## config.mk

```make
export PLATFORM = sky130hd
export DESIGN_NAME = mdio_link_monitor
export DESIGN_NICKNAME = d
export VERILOG_FILES = /design/src/rtl/mdio_pkg.sv /design/src/rtl/mdio_frame.sv /design/src/rtl/mdio_link_monitor.sv
export SDC_FILE = /design/constraint.sdc
export NUM_CORES = 1
export LEC_CHECK = 0
export ABC_AREA = 1
export BUFFER_PORTS_ARGS = -buffer_cell sky130_fd_sc_hd__buf_2
export CORE_AREA = 2 2 121 123
export CTS_CLUSTER_DIAMETER = 150
export DETAILED_ROUTE_END_ITERATION = 12
export DIE_AREA = 0 0 123 125
export PLACE_DENSITY = 0.76
export SYNTH_ARGS = -nofsm -noshare
export SYNTH_HDL_FRONTEND = slang
export SYNTH_SLANG_ARGS = --single-unit
export TNS_END_PERCENT = 20
```

## constraint.sdc

```tcl
create_clock -name clk -period 2.2 [get_ports clk]
set_input_delay 0.22 -clock clk [delete_from_list [all_inputs] [get_ports clk]]
set_output_delay 0.22 -clock clk [all_outputs]
set_load 0.02 [all_outputs]
```

## src/rtl/mdio_pkg.sv

```systemverilog
`default_nettype none
// ============================================================================
// Module      : mdio_pkg
// Description : Shared constants and FSM state type for the MDIO link monitor.
// Revision    : 1.0 - initial release
// ============================================================================
package mdio_pkg;

    localparam logic [1:0] SPD_10M     = 2'b00;
    localparam logic [1:0] SPD_100M    = 2'b01;
    localparam logic [1:0] SPD_1000M   = 2'b10;
    localparam logic [1:0] SPD_UNKNOWN = 2'b11;

    localparam logic [1:0] MDIO_ST     = 2'b01;
    localparam logic [1:0] MDIO_OP_RD  = 2'b10;
    localparam logic [1:0] MDIO_OP_WR  = 2'b01;
    localparam logic [1:0] MDIO_TA_WR  = 2'b10;

    typedef enum logic [3:0] {
        ST_POR_WAIT, ST_INIT, ST_SEL, ST_RD_STAT, ST_CHK_STAT, ST_RD_SPD,
        ST_CHK_SPD, ST_UNLINK, ST_UPDATE, ST_NEXT, ST_WAIT
    } mon_state_e;

    // One-hot vendor code to speed field; anything not strictly one-hot is unknown.
    function automatic logic [1:0] spd_decode(input logic [2:0] code);
        case (code)
            3'b100:  spd_decode = SPD_1000M;
            3'b010:  spd_decode = SPD_100M;
            3'b001:  spd_decode = SPD_10M;
            default: spd_decode = SPD_UNKNOWN;
        endcase
    endfunction

endpackage
`default_nettype wire

```

## src/rtl/mdio_frame.sv

```systemverilog
`default_nettype none
// ============================================================================
// Module      : mdio_frame
// Description : MDC divider and clause-22 serial shifter; write path only when
//               MDIO_LINK_MON_INIT_EN is defined.
// Revision    : 1.0 - initial release
// ============================================================================
module mdio_frame #(
    parameter int HALF = 50
) (
    input  logic        clk,
    input  logic        rst_n,
    input  logic        req_i,
    input  logic        wr_i,
    input  logic [4:0]  phyad_i,
    input  logic [4:0]  regad_i,
    input  logic [15:0] wdata_i,
    input  logic        mdio_i,
    output logic [15:0] rdata_o,
    output logic        done_o,
    output logic        busy_o,
    output logic        mdc_o,
    output logic        mdio_o,
    output logic        mdio_oe_o
);
    import mdio_pkg::*;

    localparam int            HW        = (HALF > 1) ? $clog2(HALF) : 1;
    localparam logic [HW-1:0] HALF_LAST = HW'(HALF - 1);
    localparam logic [6:0]    BIT_TA    = 7'd46;
    localparam logic [6:0]    BIT_DATA  = 7'd48;
    localparam logic [6:0]    BIT_IDLE  = 7'd64;

    logic [HW-1:0] half_q;
    logic [6:0]    bit_q;
    logic [63:0]   tx_q;
    logic [15:0]   rx_q;
    logic          busy_q, done_q, mdc_q, mdo_q, oe_q, wr_q;

    logic [1:0]    w_op;
    logic          w_wr;
    logic [15:0]   w_wdata;
    logic [63:0]   w_frame;
    logic [6:0]    w_nbit;

`ifdef MDIO_LINK_MON_INIT_EN
    assign w_wr    = wr_i;
    assign w_op    = wr_i ? MDIO_OP_WR : MDIO_OP_RD;
    assign w_wdata = wdata_i;
`else
    logic w_unused_wr;
    assign w_unused_wr = &{1'b0, wr_i, wdata_i};
    assign w_wr        = 1'b0;
    assign w_op        = MDIO_OP_RD;
    assign w_wdata     = 16'hFFFF;
`endif

    assign w_frame = {32'hFFFF_FFFF, MDIO_ST, w_op, phyad_i, regad_i, MDIO_TA_WR, w_wdata};
    assign w_nbit  = bit_q + 7'd1;

    // Bit k is launched on the MDC falling edge ending bit k-1 and sampled on the next rise.
    always_ff @(posedge clk or negedge rst_n) begin
        if (!rst_n) begin
            half_q <= '0;
            bit_q  <= '0;
            tx_q   <= '0;
            rx_q   <= '0;
            busy_q <= 1'b0;
            done_q <= 1'b0;
            mdc_q  <= 1'b0;
            mdo_q  <= 1'b1;
            oe_q   <= 1'b0;
            wr_q   <= 1'b0;
        end else begin
            done_q <= 1'b0;
            if (!busy_q) begin
                if (req_i) begin
                    busy_q <= 1'b1;
                    half_q <= '0;
                    bit_q  <= '0;
                    mdc_q  <= 1'b0;
                    tx_q   <= {w_frame[62:0], 1'b1};
                    mdo_q  <= w_frame[63];
                    oe_q   <= 1'b1;
                    wr_q   <= w_wr;
                end
            end else if (half_q != HALF_LAST) begin
                half_q <= half_q + HW'(1);
            end else begin
                half_q <= '0;
                mdc_q  <= ~mdc_q;
                if (!mdc_q) begin
                    if (bit_q >= BIT_DATA && bit_q < BIT_IDLE)
                        rx_q <= {rx_q[14:0], mdio_i};
                end else if (bit_q == BIT_IDLE) begin
                    busy_q <= 1'b0;
                    done_q <= 1'b1;
                end else begin
                    bit_q <= w_nbit;
                    tx_q  <= {tx_q[62:0], 1'b1};
                    mdo_q <= (w_nbit == BIT_IDLE) ? 1'b1 : tx_q[63];
                    oe_q  <= (w_nbit < BIT_TA) || (wr_q && (w_nbit < BIT_IDLE));
                end
            end
        end
    end

    assign rdata_o   = rx_q;
    assign done_o    = done_q;
    assign busy_o    = busy_q;
    assign mdc_o     = mdc_q;
    assign mdio_o    = mdo_q;
    assign mdio_oe_o = oe_q;

endmodule
`default_nettype wire

```

## src/rtl/mdio_link_monitor.sv

```systemverilog
`default_nettype none
// ============================================================================
// Module      : mdio_link_monitor
// Description : Round-robin MDIO poller publishing per-PHY link/speed; the PHY
//               init write is built only with MDIO_LINK_MON_INIT_EN defined.
// Revision    : 1.0 - initial release
// ============================================================================
module mdio_link_monitor #(
    parameter int          N_PHY         = 2,
    parameter logic [4:0]  PHY_ADDR_BASE = 5'd1,
    parameter int          REF_CLK_MHZ   = 50,
    parameter int          MDC_KHZ       = 500,
    parameter int          POR_WAIT_CYC  = 3_000_000,
    parameter int          POLL_CYC      = 50_000_000,
    parameter logic [4:0]  STAT_REG      = 5'd1,
    parameter logic [4:0]  SPEED_REG     = 5'd31,
    parameter int          SPEED_RETRY   = 3,
    parameter logic [15:0] INIT_DATA     = 16'h1340
) (
    input  logic                 clk,
    input  logic                 rst_n,
    output logic                 mdc,
    output logic                 mdio_o,
    output logic                 mdio_oe,
    input  logic                 mdio_i,
    output logic [N_PHY-1:0]     link,
    output logic [2*N_PHY-1:0]   speed,
    output logic [N_PHY-1:0]     link_chg,
    output logic [N_PHY-1:0]     speed_err,
    output logic                 busy
);
    import mdio_pkg::*;

    localparam int HALF   = REF_CLK_MHZ * 1000 / (2 * MDC_KHZ);
    localparam int CH_W   = (N_PHY > 1) ? $clog2(N_PHY) : 1;
    localparam int POR_W  = (POR_WAIT_CYC > 1) ? $clog2(POR_WAIT_CYC) : 1;
    localparam int POLL_W = (POLL_CYC > 1) ? $clog2(POLL_CYC) : 1;
    localparam int RTY_W  = (SPEED_RETRY > 0) ? $clog2(SPEED_RETRY + 1) : 1;
    localparam logic [CH_W-1:0]   CH_LAST   = CH_W'(N_PHY - 1);
    localparam logic [POR_W-1:0]  POR_LAST  = POR_W'(POR_WAIT_CYC - 1);
    localparam logic [POLL_W-1:0] POLL_LAST = POLL_W'(POLL_CYC - 1);
    localparam logic [RTY_W-1:0]  RTY_MAX   = RTY_W'(SPEED_RETRY);

    mon_state_e               state_q, state_d;
    logic [CH_W-1:0]          ch_q, ch_d;
    logic [POR_W-1:0]         por_q, por_d;
    logic [POLL_W-1:0]        poll_q, poll_d;
    logic [RTY_W-1:0]         rty_q, rty_d;
    logic                     issued_q, issued_d;
    logic [15:0]              data_q, data_d;
    logic [N_PHY-1:0]         link_q, link_d;
    logic [N_PHY-1:0][1:0]    speed_q, speed_d;
    logic [N_PHY-1:0]         chg_q, chg_d;
    logic [N_PHY-1:0]         err_q, err_d;

    logic        w_req, w_wr, w_done;
    logic [4:0]  w_regad, w_phyad;
    logic [15:0] w_rdata;
    logic [1:0]  w_spd;
    logic        w_unused_data;

    assign w_phyad       = PHY_ADDR_BASE + 5'(ch_q);
    assign w_spd         = spd_decode(data_q[6:4]);
    assign w_unused_data = &{1'b0, data_q[15:7], data_q[3], data_q[1:0]};

    mdio_frame #(.HALF(HALF)) u_frame (
        .clk       (clk),
        .rst_n     (rst_n),
        .req_i     (w_req),
        .wr_i      (w_wr),
        .phyad_i   (w_phyad),
        .regad_i   (w_regad),
        .wdata_i   (INIT_DATA),
        .mdio_i    (mdio_i),
        .rdata_o   (w_rdata),
        .done_o    (w_done),
        .busy_o    (busy),
        .mdc_o     (mdc),
        .mdio_o    (mdio_o),
        .mdio_oe_o (mdio_oe)
    );

    always_ff @(posedge clk or negedge rst_n) begin
        if (!rst_n) begin
            state_q  <= ST_POR_WAIT;
            ch_q     <= '0;
            por_q    <= '0;
            poll_q   <= '0;
            rty_q    <= '0;
            issued_q <= 1'b0;
            data_q   <= '0;
            link_q   <= '0;
            speed_q  <= {N_PHY{SPD_UNKNOWN}};
            chg_q    <= '0;
            err_q    <= '0;
        end else begin
            state_q  <= state_d;
            ch_q     <= ch_d;
            por_q    <= por_d;
            poll_q   <= poll_d;
            rty_q    <= rty_d;
            issued_q <= issued_d;
            data_q   <= data_d;
            link_q   <= link_d;
            speed_q  <= speed_d;
            chg_q    <= chg_d;
            err_q    <= err_d;
        end
    end

    // issued_q marks a frame already requested in the current access state.
    always_comb begin
        state_d  = state_q;
        ch_d     = ch_q;
        por_d    = por_q;
        poll_d   = poll_q;
        rty_d    = rty_q;
        issued_d = issued_q;
        data_d   = data_q;
        link_d   = link_q;
        speed_d  = speed_q;
        chg_d    = '0;
        err_d    = err_q;
        w_req    = 1'b0;
        w_wr     = 1'b0;
        w_regad  = STAT_REG;
        case (state_q)
            ST_POR_WAIT: begin
                if (por_q == POR_LAST) begin
                    ch_d = '0;
`ifdef MDIO_LINK_MON_INIT_EN
                    state_d = ST_INIT;
`else
                    state_d = ST_SEL;
`endif
                end else begin
                    por_d = por_q + POR_W'(1);
                end
            end
`ifdef MDIO_LINK_MON_INIT_EN
            ST_INIT: begin
                w_wr    = 1'b1;
                w_regad = 5'd0;
                if (!issued_q) begin
                    w_req    = 1'b1;
                    issued_d = 1'b1;
                end else if (w_done) begin
                    issued_d = 1'b0;
                    if (ch_q == CH_LAST) state_d = ST_SEL;
                    else                 ch_d    = ch_q + CH_W'(1);
                end
            end
`endif
            ST_SEL: begin
                ch_d    = '0;
                state_d = ST_RD_STAT;
            end
            ST_RD_STAT: begin
                w_regad = STAT_REG;
                if (!issued_q) begin
                    w_req    = 1'b1;
                    issued_d = 1'b1;
                end else if (w_done) begin
                    issued_d = 1'b0;
                    data_d   = w_rdata;
                    state_d  = ST_CHK_STAT;
                end
            end
            ST_CHK_STAT: begin
                rty_d   = '0;
                state_d = data_q[2] ? ST_RD_SPD : ST_UNLINK;
            end
            ST_RD_SPD: begin
                w_regad = SPEED_REG;
                if (!issued_q) begin
                    w_req    = 1'b1;
                    issued_d = 1'b1;
                end else if (w_done) begin
                    issued_d = 1'b0;
                    data_d   = w_rdata;
                    state_d  = ST_CHK_SPD;
                end
            end
            ST_CHK_SPD: begin
                if (w_spd != SPD_UNKNOWN) begin
                    state_d = ST_UPDATE;
                end else if (rty_q != RTY_MAX) begin
                    rty_d   = rty_q + RTY_W'(1);
                    state_d = ST_RD_SPD;
                end else begin
                    err_d[ch_q] = 1'b1;
                    state_d     = ST_NEXT;
                end
            end
            ST_UNLINK: begin
                link_d[ch_q] = 1'b0;
                chg_d[ch_q]  = link_q[ch_q];
                state_d      = ST_NEXT;
            end
            ST_UPDATE: begin
                link_d[ch_q]  = 1'b1;
                speed_d[ch_q] = w_spd;
                err_d[ch_q]   = 1'b0;
                chg_d[ch_q]   = !link_q[ch_q] || (speed_q[ch_q] != w_spd);
                state_d       = ST_NEXT;
            end
            ST_NEXT: begin
                if (ch_q == CH_LAST) begin
                    poll_d  = '0;
                    state_d = ST_WAIT;
                end else begin
                    ch_d    = ch_q + CH_W'(1);
                    state_d = ST_RD_STAT;
                end
            end
            ST_WAIT: begin
                if (poll_q == POLL_LAST) state_d = ST_SEL;
                else                     poll_d  = poll_q + POLL_W'(1);
            end
            default: state_d = ST_POR_WAIT;
        endcase
    end

    assign link      = link_q;
    assign speed     = speed_q;
    assign link_chg  = chg_q;
    assign speed_err = err_q;

endmodule
`default_nettype wire

```

==> reports/metrics.yaml, run 1 <==
timing:
  finalHoldViolCount: 0
  relSlewSlack_pct: 61.4
  drv_slew: 0
  rsz0062_at_grt: "false"
  fin_skew_ns: 0.00805
  fin_crit_ns: 2.00
  worst_pin_slew_ns: 0.574
  setup_tns_ns: 0
  final-setup-viol-count: 0
  period_share_pct: 91.1
  fmax_mhz: 499
clock_network:
  numCtsBuffers: 17
  cts.htree.levels: 4
  cts.reportedPaths.clkPinSlew_ns: 0.06
  clock-sinks: 159
  clockBufferDepth: 2
  root_buffer: "clkbuf_16"
  insertion_delay_ns: 0.43
  cts_tree: "done"
  postCtsSetupBuffers: 0
pwr:
  power_density_nw_per_um2: 630
  p_leak_nw: 4.49
  peakVddDrop_mv: 0.564
placed_design:
  buffer_ports.inserted: 16
  place_hpwl_mm: 11.5
  gp_congestion: 0.926
cells_and_area:
  n_fill_cell: 1261
  fin_util_pct: 64.8
  area_growth_pct: 10.4
  finalNetCount: 1111
  diodes: 0
  final_cell_mix: "nand2_1 (321), nor2_1 (174), dfrtp_1 (154)"
  layout-drive-gt1-share_pct: 12.8
  final_common_cell: "nand2_1"
worst_setup_path:
  critical_path_required_ns: 2.50
  crit_slowest_cell: "dfrtp_1"
  critPathBufInv: 3
  worstPathCellList: "inv_1 -> ha_1 -> nand3_1 -> nor2_4 -> inv_1 -> nand2_2 -> nand3_4 -> buf_12 -> nand2_1 -> o21ai_0"
  max_stage_delay_ns: 0.40
  worst_setup_path_start_kind: "flip-flop"
  critPathCaptureType: "flip-flop"
  crit_arrival_ns: 2.31
  cpLargestDelayFamily: "simple AND/OR/NAND/NOR gates"
  worstPathMaxFanout: 29
  path_common_cell: "inv_1"
  r2r_slack_ns: 0.20
  path_class: "flip-flop to flip-flop"
detailed_routing:
  drc_errors: 0
  viasPerCell: 5.29
  drtAntennaViolNets: 0
  route.final.wire_length_mm: 16.7
  dr.pass1.iters: 5
  drt_iter0_drc: 604
  wl_per_cell_um: 12.9
  num_vias: 6855
global_route:
  antenna_found_initial: 0
  grt_use_met3_pct: 4.93
  grtUsageMet1_pct: 32.4
  grt_usage_pct: 23.5
  grt_pass1_wl_mm: 29.4
  grt_use_met2_pct: 37.1
  grt_pass1_vias: 6496
  grt_overflow_total: 0
  top_usage_layer: "met2"
  grt_max_degree: 57
synth:
  ys_types: 35
  syn_nets: 1087
  yosysWarnings: 0
  ys_ff_latch: 159
  synthCells: 1077
  syn_area_um2: 8340
  synth_seq_area_share_pct: 47.8
  syn_area_per_cell_um2: 7.75
floorplan:
  fp.coreArea_um2: 14200
  die_x_um: 123
  floorplan.initialDensity_pct: 58.7
  die_area_um2: 15400
  ioPinCount: 17
  die_h_um: 125
  rows: 44
min_path:
  min_path_type: "input pin to flip-flop"
run_status:
  run_status: "finished clean"
job:
  cap_viol_max_count: 0
area by class of cell:
| class | count | area, µm² | share of cell area, % |
|---|---|---|---|
| clock buffers | 20 | 447 | 4.85 |
| clock inverters | 11 | 108 | 1.17 |
| inverters | 102 | 383 | 4.16 |
| multi-input cells | 781 | 3740 | 40.6 |
| flip-flops and latches | 159 | 3990 | 43.3 |
| well taps | 184 | 230 | 2.50 |
| repair buffers | 40 | 319 | 3.46 |
power breakdown:
part	switching [mW]	internal [mW]
registers	0.000266	2.93
logic	0.0577	0.0133
clock network	1.22	1.59
total	1.28	4.53
sequential cells by signal, indices dropped and copies added (netlist names), 4 cells and up, named ones only:
| name | count |
|---|---|
| u_frame.tx_q | 64 |
| poll_q | 26 |
| por_q | 22 |
| u_frame.bit_q | 7 |
| u_frame.rdata_o | 7 |
| u_frame.half_q | 6 |
| data_q | 4 |
| speed | 4 |
| state_q | 4 |
metrics by stage:
stage	hold slack [ns]	setup slack [ns]	total power [mW]	area, µm²	cells
3_5_place_dp	0.212	0.120	3.05	8630	1265
6_report	0.0453	0.195	5.81	9210	1297
5_1_grt	0.0987	0.0312	5.99	9210	1297
3_3_place_gp	0.212	0.147	3.05	8630	1265
4_1_cts	0.0370	0.110	5.87	9200	1297
2_1_floorplan	-0.0756	0.605	2.98	8340	1077
cell families (layout without fill, tap and decap cells):
kind of cell / count (synthesis) / count (layout) / synth area share (%)
AOI/OAI and AO/OA: 133 / 133 / 10.4
and+or+nand+nor: 612 / 612 / 30.2
muxes: 1 / 1 / 0.135
buffers and inverters: 137 / 173 / 7.59
xor gates and xnor gates: 28 / 28 / 2.94
adders and majority gates: 7 / 7 / 1.05
DFF: 159 / 159 / 47.8
tightest hold or removal path: cells and delay by family:
kind	cells	cell delay, ns
AOI/OAI and AO/OA	1	0.11
buffers and inverters	1	0.07
and+or+nand+nor	1	0.03
Yosys cell counts:
cell type | instances | area share, %
a21boi_0 | 1 | 0.090
a21oi_1 | 11 | 0.66
a21oi_2 | 4 | 0.42
buf_1 | 1 | 0.045
buf_2 | 8 | 0.48
buf_4 | 3 | 0.27
buf_6 | 13 | 1.8
clkbuf_1 | 10 | 0.45
dfrtp_1 | 154 | 46
dfstp_2 | 5 | 1.6
ha_1 | 7 | 1.0
inv_1 | 99 | 4.5
inv_2 | 3 | 0.13
mux2_2 | 1 | 0.13
nand2_1 | 322 | 14
nand2_2 | 4 | 0.30
nand2_4 | 3 | 0.40
nand3_1 | 77 | 4.6
nand3_4 | 1 | 0.21
nand3b_1 | 4 | 0.36
nand4_1 | 10 | 0.75
nor2_1 | 174 | 7.8
nor2_2 | 4 | 0.30
nor2_4 | 1 | 0.13
nor3_1 | 10 | 0.60
nor3b_1 | 1 | 0.090
o21ai_0 | 56 | 3.4
o21ai_1 | 9 | 0.54
o21ai_2 | 45 | 4.7
o21bai_1 | 1 | 0.090
o22ai_1 | 3 | 0.22
o31ai_1 | 3 | 0.27
or2_2 | 1 | 0.075
xnor2_1 | 5 | 0.52
xor2_1 | 23 | 2.4
timing repair:
| action | CTS | global route |
|---|---|---|
| hold endpoints to repair | 48 | 0 |
| endpoints found under the setup margin | 0 | 25 |
| hold buffers | 1 | 0 |
| resized for setup | 0 | 3 |
path summary, 6_finish.rpt:
check | start | endpoint | cells past startpoint
worst max-delay path | u_frame.half_q[1] | u_frame.tx_q[26] | 10
worst min-delay path | mdio_i | u_frame.rdata_o[0] | 3
worst max register to register | u_frame.half_q[1] | u_frame.tx_q[26] | 10
worst min register to register | u_frame.tx_q[0] | u_frame.tx_q[0] | 2
max in group asynchronous | rst_n | speed[0] | 3
min in group asynchronous | rst_n | u_frame.bit_q[0] | 2
per-layer routing:
layer  routed length [µm]  vias up  part of all wire (%)
met4                  241        0                   1.4
met5                    0        -                     0
li1                     -     3448                     -
met1                 7720     3254                    46
met3                  692       20                   4.1
met2                 8090      133                    48
Power figures use the tool's default switching activity.
==> inputs of run 2 (changes only) <==
--- a/config.mk
+++ b/config.mk
@@ -5,12 +5,11 @@
 export SDC_FILE = /design/constraint.sdc
 export NUM_CORES = 1
 export LEC_CHECK = 0
-export ABC_AREA = 1
 export BUFFER_PORTS_ARGS = -buffer_cell sky130_fd_sc_hd__buf_2
-export CORE_AREA = 2 2 121 123
+export CORE_AREA = 2 2 115 117
 export CTS_CLUSTER_DIAMETER = 150
 export DETAILED_ROUTE_END_ITERATION = 12
-export DIE_AREA = 0 0 123 125
+export DIE_AREA = 0 0 117 119
 export PLACE_DENSITY = 0.76
 export SYNTH_ARGS = -nofsm -noshare
 export SYNTH_HDL_FRONTEND = slang
==> run 2 against run 1 <==
  * Flip-flop and latch count stayed put
  * Sequential power about the same
  * Clock skew fell by 0.00072 ns
  * First-iteration DRC count is 32% lower
  * Global-route usage is 0.96 points lower
  * Setup slack lost 0.047 ns
  * Synthesized cell count down 28%
  * Clock power up 2%
==> reports/metrics.yaml, run 2 <==
detailed_routing:
  num_vias: 5644  # -18%
  dr.pass1.iters: 5  # unchanged
  drc_errors: 0  # unchanged
  route.final.wire_length_mm: 14.7  # -12%
  wl_per_cell_um: 15.1  # +17%
  viasPerCell: 5.83  # +10%
  drtAntennaViolNets: 0  # unchanged
  drt_iter0_drc: 408  # -32%
timing:
  relSlewSlack_pct: 61.0  # -0.47 points
  fin_crit_ns: 2.05  # +0.0470 ns
  drv_slew: 0  # unchanged
  worst_pin_slew_ns: 0.586  # +0.0120 ns
  fin_skew_ns: 0.00734  # -0.000715 ns
  fmax_mhz: 487  # -2.3%
  rsz0062_at_grt: "false"
  final-setup-viol-count: 0  # unchanged
  finalHoldViolCount: 0  # unchanged
  timing.hold.ws_ns: 0.0456  # +0.000367 ns
  setup_tns_ns: 0  # unchanged
  period_share_pct: 93.3  # +2.1 points
synth:
  synthMuxAreaShare_pct: 2.63  # +2.5 points
  syn_nets: 781  # -28%
  synth.cells.most_frequent: "dfrtp_1 (154), nor2_1 (75), nand2_1 (56)"
  syn_area_per_cell_um2: 9.69  # +25%
  synth_fa_ha_area_share_pct: 1.17  # +0.12 points
  yosysTopAreaCellShare_pct: 51.6  # +5.4 points
  synth_seq_area_share_pct: 53.3  # +5.6 points
  synthArstFlopShare_pct: 100  # unchanged
  ys_ff_latch: 159  # unchanged
  synth_edf_count: 0  # unchanged
  synthCells: 771  # -28%
  synth_top_family_by_area: "simple AND/OR/NAND/NOR gates"
  netlist_top_cells_area: "dfrtp_1 (52%), nor2_1 (3.8%), a21oi_1 (3.7%), xnor2_1 (3.0%), nand3_1 (2.9%)"
  ys_types: 53  # +51%
  synthSimpleGateAreaFrac_pct: 21.2  # -9.0 points
  syn_area_um2: 7470  # -10%
  netlist.top_cell.by_area: "dfrtp_1"
  synth_compound_area_share_pct: 12.3  # +1.9 points
  yosysWarnings: 0  # unchanged
  synth_xor_area_share_pct: 4.45  # +1.5 points
  yosysMostFrequentCell: "dfrtp_1"
  synth_ff_type: "dfrtp_1"
global_route:
  grt_max_degree: 79  # +39%
  antenna_found_initial: 0  # unchanged
  grt_pass1_vias: 5469  # -16%
  grt_pass1_wl_mm: 25.0  # -15%
  grt_overflow_total: 0  # unchanged
  grt_usage_pct: 22.5  # -0.96 points
min_path:
  min_path_type: "input pin to flip-flop"
  hold_depth: 2  # -1
worst_setup_path:
  crit_slowest_cell: "or4b_1"
  r2r_slack_ns: 0.15  # -0.05 ns
  crit_arrival_ns: 2.36  # +0.05 ns
  worstPathCellList: "or4b_1 -> o21ai_1 -> o32a_2 -> buf_6 -> nor2_1 -> a22o_1"
  critPathCaptureType: "flip-flop"
  worstRegToRegCells: 6  # -4
  worst_setup_path_start_kind: "flip-flop"
  critical_path_required_ns: 2.51  # about the same
  max_stage_delay_ns: 0.53  # +0.13 ns
  path_class: "flip-flop to flip-flop"
  worstPathMaxFanout: 33  # +14%
pwr:
  power_density_nw_per_um2: 695  # +10%
  p_clk_share_pct: 48.8  # +0.4 points
  p_int_mw: 4.71  # +4.0%
  combPwrFrac_pct: 1.2  # about the same
  seqPwrFrac_pct: 50.0  # -0.4 points
  p_leak_nw: 3.70  # -18%
  switching_power_mw: 1.14  # -10%
  peakVddDrop_mv: 0.482  # -14%
  swShare_pct: 19.5  # -2.5 points
cells_and_area:
  design_area_um2: 8420  # -8.5%
  largestRegisters: "u_frame.tx_q x64, poll_q x26, por_q x22"
  layout-drive-gt1-share_pct: 12.2  # -0.51 points
  finalNetCount: 792  # -29%
  final_cell_count_no_fill: 968  # -25%
  final_common_cell: "dfrtp_1"
  area_growth_pct: 12.7
  n_fill_cell: 968  # -23%
  largest-register: "u_frame.tx_q"
  diodes: 0  # unchanged
  largest_register_ff_count: 64  # unchanged
  final_cell_mix: "dfrtp_1 (153), nor2_1 (75), nand2_1 (56)"
placed_design:
  place_hpwl_mm: 9.63  # -16%
  placed_cells: 938  # -26%
  placed_area_um2: 7830  # -9.3%
  gp_congestion: 0.836  # -9.7%
  buffer_ports.inserted: 16  # unchanged
clock_network:
  root_buffer: "clkbuf_16"
  cts.htree.levels: 4  # unchanged
  cts_tree: "done"
  clockBufferDepth: 2  # unchanged
  clock-sinks: 159  # unchanged
  insertion_delay_ns: 0.42  # about the same
  numCtsBuffers: 17  # unchanged
  cts.reportedPaths.clkPinSlew_ns: 0.06  # about the same
job:
  cap_viol_max_count: 0  # unchanged
floorplan:
  rows: 42  # -4.5%
  die_area_um2: 13900  # -9.4%
  die_x_um: 117  # -4.9%
  floorplan.initialDensity_pct: 58.0  # -0.72 points
  die_h_um: 119  # -4.8%
  ioPinCount: 17  # unchanged
  fp.coreArea_um2: 12900  # -9.4%
run_status:
  run_status: "finished clean"
==> run 2: cells by family (layout without fill, tap and decap cells) <==
| family | count (synthesis) | count (layout) |
|---|---|---|
| AO/OA/AOI/OAI | 156 | 156 |
| AND/OR/NAND/NOR | 301 | 301 |
| buffers and inverters | 92 | 113 |
| flip-flops | 159 | 159 |
| adder cells (fa/ha/maj) | 7 | 7 |
| XOR/XNOR | 38 | 38 |
| multiplexers | 18 | 18 |
==> run 2: layout make-up <==
cell class	count	area (µm²)	area share (%)
multi-input combinational	520	3140	37.3
timing repair buffer	41	343	4.07
clock buffer	24	492	5.84
tap	176	220	2.61
inverter	43	161	1.92
clock inverter	5	81.3	0.966
sequential	159	3990	47.3
==> run 2: worst paths after layout <==
check,end,from
worst max register to register,u_frame.bit_q[5],u_frame.bit_q[5]
max in group asynchronous,u_frame.mdio_o,rst_n
worst min-delay path,u_frame.rdata_o[0],mdio_i
worst min register to register,u_frame.tx_q[0],u_frame.tx_q[0]
min in group asynchronous,u_frame.half_q[5],rst_n
worst max-delay path,u_frame.bit_q[5],u_frame.bit_q[5]
==> run 2: layer usage <==
metal  global-route usage (%)  wire, µm  vias up
met2                     35.9      7230      116
li1                         -         -     2726
met4                     7.28       250        0
met5                        0         0        -
met1                     30.4      6690     2772
met3                     5.34       486       30
==> run 2: power groups by stage <==
stage	Clock [mW]	Sequential, mW	Combinational, mW
floorplan	0	2.98	0.000826
global placement	0	2.98	0.0700
global route	3.02	2.93	0.0824
detailed placement	0	2.98	0.0732
finish	2.86	2.93	0.0698
CTS	2.91	2.93	0.0751
==> run 2: timing repair <==
action / 4_1_cts / 5_1_grt
hold buffers: 1 / 0
gates resized for setup: 0 / 2
buffers inserted: 0 / 0
hold endpoints to repair: 45 / 0
endpoints found under the setup margin: 0 / 9
==> run 2: worst max-delay path, delay by kind of cell, from the launching register on <==
kind | cells | cell delay (ns)
and+or+nand+nor | 2 | 0.61
DFF | 1 | 0.43
AOI/OAI and AO/OA | 3 | 0.63
buffers and inverters | 1 | 0.26
==> run 2: through the flow <==
step                worst slack [ns]  utilization (%)  total power, mW
detailed placement             0.111             60.8             3.05
global route                 0.00830             65.4             6.03
finish                         0.148             65.4             5.85
global placement               0.149             60.8             3.05
floorplan                      0.178                -             2.98
CTS                           0.0941             65.4             5.91
==> inputs of run 3 (changes only) <==
--- a/config.mk
+++ b/config.mk
@@ -6,12 +6,14 @@
 export NUM_CORES = 1
 export LEC_CHECK = 0
 export BUFFER_PORTS_ARGS = -buffer_cell sky130_fd_sc_hd__buf_2
-export CORE_AREA = 2 2 115 117
+export CORE_AREA = 2 2 117 119
 export CTS_CLUSTER_DIAMETER = 150
 export DETAILED_ROUTE_END_ITERATION = 12
-export DIE_AREA = 0 0 117 119
+export DIE_AREA = 0 0 119 121
 export PLACE_DENSITY = 0.76
+export SKIP_LAST_GASP = 1
 export SYNTH_ARGS = -nofsm -noshare
 export SYNTH_HDL_FRONTEND = slang
+export SYNTH_HIERARCHICAL = 1
 export SYNTH_SLANG_ARGS = --single-unit
 export TNS_END_PERCENT = 20
==> constraint.sdc (replaced) <==
create_clock -name clk -period 2 [get_ports clk]
set_input_delay 0.2 -clock clk [delete_from_list [all_inputs] [get_ports clk]]
set_output_delay 0.2 -clock clk [all_outputs]
set_load 0.02 [all_outputs]
==> run 3 against run 2 <==
  * The run now ends with setup timing left
  * Register-to-register slack got worse by 0.20 ns
  * Maximum frequency barely moved
  * Sequential power rose by 9.9%
  * Die area rose by 3.4%
  * Setup slack got worse by 0.20 ns
  * Non-clock buffer count rose by 47
  * Flip-flop and latch count did not move
  * Global-route usage barely moved
  * Clock-buffer cell count fell by 2
  * Cell area rose by 5.2%
  * Clock power rose by 19%
  * Critical path type unchanged
  * Critical endpoint is now poll_q[17]
==> reports/metrics.yaml, run 3 <==
pwr:
  power_mw: 6.69  # +14%
  peakVddDrop_mv: 0.568  # +18%
  p_clk_share_pct: 50.7  # +1.9 points
  swShare_pct: 19.5  # -0.027 points
  power_density_nw_per_um2: 755  # +8.7%
  p_leak_nw: 4.02  # +8.7%
  p_int_mw: 5.39  # +14%
  combPwrFrac_pct: 1.2  # about the same
  seqPwrFrac_pct: 48.1  # -1.9 points
  switching_power_mw: 1.30  # +14%
timing:
  finalHoldViolCount: 0  # unchanged
  fin_crit_ns: 2.05  # -0.000543 ns
  fin_skew_ns: 0.00753  # +0.000188 ns
  drv_slew: 0  # unchanged
  final-setup-viol-count: 3  # +3
  rsz0062_at_grt: "true"
  fmax_mhz: 488  # about the same
  setup_ws_ns: -0.0510  # -0.199 ns
  period_share_pct: 103  # +9.3 points
cells_and_area:
  largest-register: "u_frame/tx_q"
  largest_register_ff_count: 64  # unchanged
  final_cell_mix: "dfrtp_1 (153), buf_4 (61), nand2_1 (58)"
  layout-drive-gt1-share_pct: 21.4  # +9.1 points
  finalNetCount: 774  # -2.3%
  fin_util_pct: 67.7  # +2.3 points
  diodes: 0  # unchanged
  largestRegisters: "u_frame/tx_q x64, poll_q x26, por_q x22"
  final_common_cell: "dfrtp_1"
  area_growth_pct: 19.4
floorplan:
  die_area_um2: 14400  # +3.4%
  die_x_um: 119  # +1.7%
  rows: 42  # unchanged
  floorplan.initialDensity_pct: 56.7  # -1.3 points
  die_h_um: 121  # +1.7%
  fp.coreArea_um2: 13100  # +1.6%
  ioPinCount: 17  # unchanged
clock_network:
  cts_tree: "done"
  numCtsBuffers: 17  # unchanged
  cts.reportedPaths.clkPinSlew_ns: 0.06  # about the same
  cts.htree.levels: 4  # unchanged
  clock-sinks: 159  # unchanged
  insertion_delay_ns: 0.42  # about the same
  clockBufferDepth: 2  # unchanged
  root_buffer: "clkbuf_16"
run_status:
  run_status: "finished, violations left"
  violations: "setup timing"
placed_design:
  gp_congestion: 0.874  # +4.5%
  buffer_ports.inserted: 16  # unchanged
  pre_cts_ws_ns: -0.0933  # -0.204 ns
  place_hpwl_mm: 10.1  # +4.8%
detailed_routing:
  drtAntennaViolNets: 0  # unchanged
  num_vias: 5738  # +1.7%
  wl_per_cell_um: 16.7  # +10%
  viasPerCell: 6.03  # +3.4%
  route.final.wire_length_mm: 15.9  # +8.2%
  drt_iter0_drc: 390  # -4.4%
  dr.pass1.iters: 5  # unchanged
  drc_errors: 0  # unchanged
worst_setup_path:
  critPathCaptureType: "flip-flop"
  worstRegToRegCells: 6  # unchanged
  critical_path_required_ns: 2.34  # -0.17 ns
  path_class: "flip-flop to flip-flop"
  worstPathMaxFanout: 4  # -88%
  crit_arrival_ns: 2.40  # +0.04 ns
  worst_setup_path_start_kind: "flip-flop"
global_route:
  grt_usage_pct: 22.5  # about the same
  grt_pass1_wl_mm: 26.3  # +4.9%
  antenna_found_initial: 0  # unchanged
  grt_pass1_vias: 5801  # +6.1%
  grt_overflow_total: 0  # unchanged
  grt_max_degree: 56  # -29%
synth:
  syn_area_um2: 7420  # -0.67%
  syn_area_per_cell_um2: 10.6  # +9.7%
  synthCells: 698  # -9.5%
  yosysWarnings: 6  # +6
job:
  cap_viol_max_count: 0  # unchanged
min_path:
  hold_depth: 2  # unchanged
  min_path_type: "input pin to flip-flop"
==> run 3: cell count changes in the layout (fill, tap and decap cells not counted), moves of 5 or more <==
cell / change
a21oi_1: -21
a31oi_1: -26
buf_4: +43
inv_1: -27
mux2i_1: +10
nand2b_1: -7
nand3_1: -17
nor2_1: -30
nor3b_1: -22
o211ai_1: -5
o22a_1: +50
==> run 3: metrics by stage <==
stage	setup TNS (ns)	std cells	area, µm²	hold slack [ns]
5_1_grt	-2.50	952	8860	0.0397
3_3_place_gp	-0.0635	911	8030	0.112
3_5_place_dp	-0.508	911	8030	0.105
6_report	-0.0661	952	8860	0.0500
2_1_floorplan	-0.191	700	7430	-0.0956
4_1_cts	-0.290	949	8750	0.0301
==> run 3: final timing paths <==
| path | start | to | slack, ns |
|---|---|---|---|
| max | poll_q[1] | poll_q[17] | -0.05 |
| min | mdio_i | u_frame/rdata_o[0] | 0.05 |
| max reg2reg | poll_q[1] | poll_q[17] | -0.05 |
| min reg2reg | u_frame/rdata_o[6] | data_q[6] | 0.48 |
| max in group asynchronous | rst_n | u_frame/mdio_oe_o | 1.14 |
| min in group asynchronous | rst_n | por_q[7] | 0.23 |
==> run 3: power by group through the flow <==
stage / Sequential (mW) / Clock [mW] / Combinational (mW)
CTS: 3.22 / 3.45 / 0.0844
floorplan: 3.28 / 0 / 0.00380
detailed placement: 3.28 / 0 / 0.0828
global route: 3.22 / 3.58 / 0.0955
global placement: 3.28 / 0 / 0.0805
finish: 3.22 / 3.39 / 0.0796
==> run 3: worst max-delay path: stages (launching register included) <==
cell and delay [ns]:
dfrtp_1 0.37, buf_6 0.11, nand4_1 0.16, or4_4 0.48, or3_4 0.39, or3_4 0.34, a21oi_2 0.13
==> run 3: metal layers <==
metal | vias to the layer above | share of wire, % | global-route usage (%)
met5 | - | 0 | 0
met4 | 0 | 1.9 | 9.52
met3 | 34 | 4.2 | 5.17
met2 | 155 | 50 | 37.3
met1 | 2876 | 44 | 28.5
li1 | 2673 | - | -
==> run 3: layout make-up <==
| type | instances | area, µm² |
|---|---|---|
| Clock buffer | 22 | 464 |
| Clock inverter | 9 | 158 |
| Fill cell | 884 | 4220 |
| Inverter | 16 | 60.1 |
| Multi-Input combinational cell | 482 | 3250 |
| Sequential cell | 159 | 3990 |
| Tap cell | 176 | 220 |
| Timing Repair Buffer | 88 | 724 |
==> run 3: repair_timing <==
action                     in CTS  in global routing
hold buffers                    1                  0
buffers inserted                6                  1
gates cloned                    0                  2
resized for setup               9                 14
setup endpoints to repair      48                 98
pin swaps                       7                  2
hold endpoints to repair       30                  0
